File: config.mk
export PLATFORM = sky130hd
export DESIGN_NAME = bit_serializer
export DESIGN_NICKNAME = d
export VERILOG_FILES = /design/src/rtl/pattern_pkg.sv /design/src/rtl/bit_serializer.sv
export SDC_FILE = /design/constraint.sdc
export NUM_CORES = 1
export LEC_CHECK = 0
export CAP_MARGIN = 10
export CORE_AREA = 4 4 44 46
export DETAILED_ROUTE_END_ITERATION = 7
export DIE_AREA = 0 0 48 50
export PLACE_DENSITY_LB_ADDON = 0.2
export SLEW_MARGIN = 20
export SYNTH_ARGS = -nofsm -noshare
export SYNTH_HDL_FRONTEND = slang
export SYNTH_SLANG_ARGS = --single-unit
File: constraint.sdc
create_clock -name clk -period 1.5 [get_ports clk]
set_clock_uncertainty 0.2 [all_clocks]
set_input_delay 0.375 -clock clk [delete_from_list [all_inputs] [get_ports clk]]
set_output_delay 0.375 -clock clk [all_outputs]
set_load 0.05 [all_outputs]
File: src/rtl/pattern_pkg.sv
// Shared types for the serial pattern path: serializer FSM states and default word width.
package pattern_pkg;

   typedef enum logic {
      IDLE  = 1'b0,
      SHIFT = 1'b1
   } state_t;

   localparam int DEFAULT_WIDTH = 8;

endpackage

File: src/rtl/bit_serializer.sv
// Parallel-to-serial converter: first bit on val_o the cycle after acceptance, WIDTH data cycles per word.
// Backpressure: ready_o only in IDLE or on the last bit, so back-to-back words stream with no gap.
module bit_serializer
   import pattern_pkg::*;
#(
   parameter int   WIDTH      = DEFAULT_WIDTH,
   parameter bit   MSB_FIRST  = 1'b0,
   parameter logic IDLE_LEVEL = 1'b0
) (
   input  logic             clk,
   input  logic             rst,
   input  logic [WIDTH-1:0] data_i,
   input  logic             valid_i,
   output logic             ready_o,
   output logic             val_o,
   output logic             busy_o,
   output logic             last_o
);

   localparam int               CNT_W    = $clog2(WIDTH);
   localparam logic [CNT_W-1:0] CNT_LAST = CNT_W'(WIDTH - 1);

   state_t           state_q;
   logic [WIDTH-1:0] shreg_q;
   logic [WIDTH-1:0] shreg_d;
   logic [CNT_W-1:0] cnt_q;
   logic             val_q;
   logic             busy_q;
   logic             last_q;
   logic             accept;

   function automatic logic head_bit(input logic [WIDTH-1:0] w);
      return MSB_FIRST ? w[WIDTH-1] : w[0];
   endfunction

   assign ready_o = (state_q == IDLE) || last_q;
   assign accept  = valid_i && ready_o;

   // The register is kept aligned so its head bit is always the one on val_o.
   assign shreg_d = MSB_FIRST ? {shreg_q[WIDTH-2:0], 1'b0}
                              : {1'b0, shreg_q[WIDTH-1:1]};

   always_ff @(posedge clk or posedge rst) begin
      if (rst) begin
         state_q <= IDLE;
         shreg_q <= '0;
         cnt_q   <= '0;
         val_q   <= IDLE_LEVEL;
         busy_q  <= 1'b0;
         last_q  <= 1'b0;
      end else if (accept) begin
         state_q <= SHIFT;
         shreg_q <= data_i;
         cnt_q   <= '0;
         val_q   <= head_bit(data_i);
         busy_q  <= 1'b1;
         last_q  <= 1'b0;
      end else begin
         case (state_q)
            SHIFT: begin
               if (last_q) begin
                  state_q <= IDLE;
                  val_q   <= IDLE_LEVEL;
                  busy_q  <= 1'b0;
                  last_q  <= 1'b0;
               end else begin
                  shreg_q <= shreg_d;
                  cnt_q   <= cnt_q + 1'b1;
                  val_q   <= head_bit(shreg_d);
                  last_q  <= (cnt_q == CNT_LAST - 1'b1);
               end
            end
            default: begin
               state_q <= IDLE;
            end
         endcase
      end
   end

   assign val_o  = val_q;
   assign busy_o = busy_q;
   assign last_o = last_q;

endmodule

## After elaboration in Yosys (flattened, before gate mapping)

Cells that the tools add are included.

| word-level totals | value |
|---|---|
| register bits | 15 |
| input port bits | 11 |
| output and inout port bits | 4 |
| logic and storage cells | 34 |

| operators by class | value |
|---|---|
| add/sub/neg operators | 1 |
| equality and inequality tests | 2 |
| mux-type cells | 18 |
| bitwise operators | 1 |
| reductions and logical operators | 6 |

Operators with widths:

| kind | count |
|---|---|
| $mux W8 | 3 |
| $mux W1 | 12 |
| $mux W3 | 3 |
| $reduce_and A2 Y1 | 2 |
| $reduce_bool A2 Y1 | 2 |
| $add A3 B1 Y3 const B | 1 |
| $eq A3 B3 Y1 const B | 1 |
| $ne A2 B1 Y1 const B | 1 |
| $logic_and A1 B1 Y1 | 1 |
| $logic_or A1 B1 Y1 | 1 |
| $not A1 Y1 | 1 |

## Depth between registers and ports, before layout

| depth | value |
|---|---|
| word-level depth | 5 |
| gate-level depth with buffers | 5 |
| gate-level depth less buffers | 4 |

## Worst setup path before layout

No wires, ideal clock.

| timing path | value |
|---|---|
| path kind | reg2out |
| from | register last_q (netlist: last_o) |
| to | output ready_o |
| data arrival time | 1121 ps |
| required time | 925 ps |
| setup slack | -196 ps |
| cell stages (with the launch flop) | 4 |
| path buffers | 1 |
| cells stage by stage | dfrtp_1 nor2b_4 buf_6 inv_2 |

| on the way | value |
|---|---|
| word-level cells in the longest chain between the ends | 1 |

Ends and longest elaborated chain:

| element | line | text |
|---|---|---|
| start, declared | bit_serializer.sv:29 | `logic last_q;` |
| start signal, assigned | bit_serializer.sv:70 | `last_q <= (cnt_q == CNT_LAST - 1'b1);` |
| $logic_or A1 B1 Y1 | bit_serializer.sv:36 | `assign ready_o = (state_q == IDLE) \|\| last_q;` |
| end, declared | bit_serializer.sv:14 | `output logic ready_o,` |

Every way passes these cells.

## Worst setup path after layout

Ends and elaborated chain as after synthesis.

==> metrics.yaml <==
sta:
  rsz0062_at_grt: "yes"
  fin_ws_ps: -111
  tightest_slew_ps: 220
  setup_violations: 2
  min_period_over_period_pct: 107
  period_minus_slack_ps: 1610
  hold_violations: 0
  tns_ps: -196
  slew_headroom_pct: 85.3
  slew_viol_final: 0
  whs_ps: 115
  max_clock_freq_mhz: 621
setup_path:
  crit_path_end_kind: "primary output"
  worstSetupStartpoint: "last_o"
  critical_path_required_ps: 920
  worstPathArrival_ps: 1040
  start_kind: "flip-flop"
  critPathKind: "reg2out"
  critPathMaxFanout: 2
  rr_worst_depth: 4
  reg2reg_from: "last_o"
drt:
  vias: 509
  post-route-drc-count: 0
  wl_per_cell_um: 12.9
  wirelength_um: 1280
  drt_first_pass_iters: 3
  ant_nets: 0
  vias_per_cell: 5.14
  drt_iter0_markers: 3
grt:
  overflow: 0
  grt_pass1_wl_um: 2260
  grt_antenna_before_repair: 0
  grt.total_usage_pct: 13.4
  grt_pass1_vias: 525
  grt_start_max_net_pins: 18
logic_synthesis:
  ys_seq_area_share_pct: 51.6
  synth_fp_nets: 74
  yosysUniqueCellTypes: 21
  yosysWarnings: 0
  netlist_area_sq_um: 679
  synth_area_per_cell_sq_um: 11.1
  ys_ff_latch: 14
  syn-instance-count: 61
run_status:
  violations: "setup timing"
  status: "complete, but fails checks"
place:
  routabilityCongestion: 0.713
  dpl_worst_slack_ps: -195
  numPortBuffers: 14
  hpwlAfterDp_um: 1000
  placed_area_sq_um: 890
cts:
  cts.clk_slew.worst_paths_ps: 80
  numCtsBuffers: 3
  cts-root-buf: "clkbuf_4"
  clock_latency_ps: 270
  htreeDepth: 1
  clkSinkCount: 14
  ctsHoldBuffers: 0
  cts_tree: "yes"
  clock_path_buffers: 2
layout:
  final_area_sq_um: 927
  syn_to_final_growth_pct: 36.5
  nets: 97
  drive_above_1_share_pct: 24.1
  diodes: 0
pwr:
  total_power_mw: 1.71
  peakVddDrop_uv: 887
  power.leakage_nw: 0.449
  power_density_nw_per_um2: 1850
floorplan:
  die-area_sq_um: 2400
  rows: 14
  core-area_sq_um: 1510
  die_x_um: 48
  io_pins: 15
  fp.dieH_um: 50
  start_util_pct: 45.1
flow_run:
  max_cap_violations: 0
hold_path:
  holdCritPathClass: "in2async"
## sequential cells by signal, summed over array words and instances (netlist names)
name     count
shreg_q      7
busy_o       1
cnt_q        3
last_o       1
val_o        1
state_q      1
## cell usage after synthesis, drive strengths merged
master	number	share of area, %
or3	1	0.92
a21o	1	1.1
o21ai	11	8.7
nand3	1	0.74
a32oi	1	1.3
buf	4	5.0
nand2b	1	0.92
nor2	2	1.1
nor2b	1	2.0
inv	3	1.7
a21oi	1	0.74
ha	2	3.7
or2b	1	1.1
mux2i	9	13
dfrtp	14	52
nor3b	1	1.8
nand3b	1	1.1
nand2	6	3.3
## power by group
group	internal (mW)	switching (mW)	total, mW
Combinational	0.404	0.452	0.855
Sequential	0.529	0.109	0.638
Clock	0.103	0.117	0.220
Total	1.04	0.677	1.71
## stage by stage
stage / util (%) / instances
finish: 61.5 / 99
global route: 61.5 / 99
CTS: 61.5 / 99
detailed placement: 59.1 / 94
global placement: 59.1 / 94
floorplan: - / 61
## kinds of logic after synthesis
| logic type | after synthesis | share of synthesized area [%] |
|---|---|---|
| AOI/OAI and AO/OA | 14 | 11.8 |
| adders and majority gates | 2 | 3.68 |
| buffers and inverters | 7 | 6.63 |
| DFF | 14 | 51.6 |
| muxes | 9 | 13.3 |
| and+or+nand+nor | 15 | 13.1 |
## layout make-up
type / count / area, sq um
fill: 129 / 579
sequential: 14 / 352
multi-input combinational: 40 / 284
timing repair buffer: 22 / 231
clock buffer: 4 / 26.3
tap: 16 / 20.0
inverter: 3 / 13.8
## placed cells by master, fill, tap and decap left out
master / instances
or2b_1: 1
a21o_1: 1
nand3_1: 1
dfrtp_2: 1
ha_1: 2
nor3b_2: 1
mux2i_1: 9
nand2_1: 6
nand2b_1: 1
or3_1: 1
dfrtp_1: 13
a21oi_1: 1
clkdlybuf4s50_1: 10
buf_6: 1
clkbuf_4: 3
a32oi_1: 1
inv_4: 1
nor2_1: 2
nor2b_4: 1
o21ai_2: 1
clkbuf_1: 1
buf_12: 3
buf_4: 8
inv_1: 2
o21ai_0: 10
nand3b_1: 1
## routing by layer
layer,vias to the layer above,wire (um),global-route usage [%]
met2,11,633,20.3
met5,-,0,0
met3,4,46,2.18
met1,241,563,17.0
met4,0,33,8.07
li1,253,-,-
## path summary, 6_finish.rpt
check,endpoint,slack [ps]
worst min-delay path,cnt_q[0],120
max in group asynchronous,last_o,640
worst min register to register,shreg_q[3],290
worst max-delay path,ready_o,-110
worst max register to register,cnt_q[2],100
min in group clk,shreg_q[3],290
## timing repair
action | CTS | global route
setup endpoints to repair | 2 | 2
buffers inserted | 1 | 0
endpoints found under the hold margin | 0 | 0
resized for setup | 1 | 0
## worst max-delay path: stages, from the launching register on
cell	delay, ps
dfrtp_2	430
nor2b_4	140
inv_4	40
buf_6	140
No activity file was read; power rests on OpenSTA's default activity.
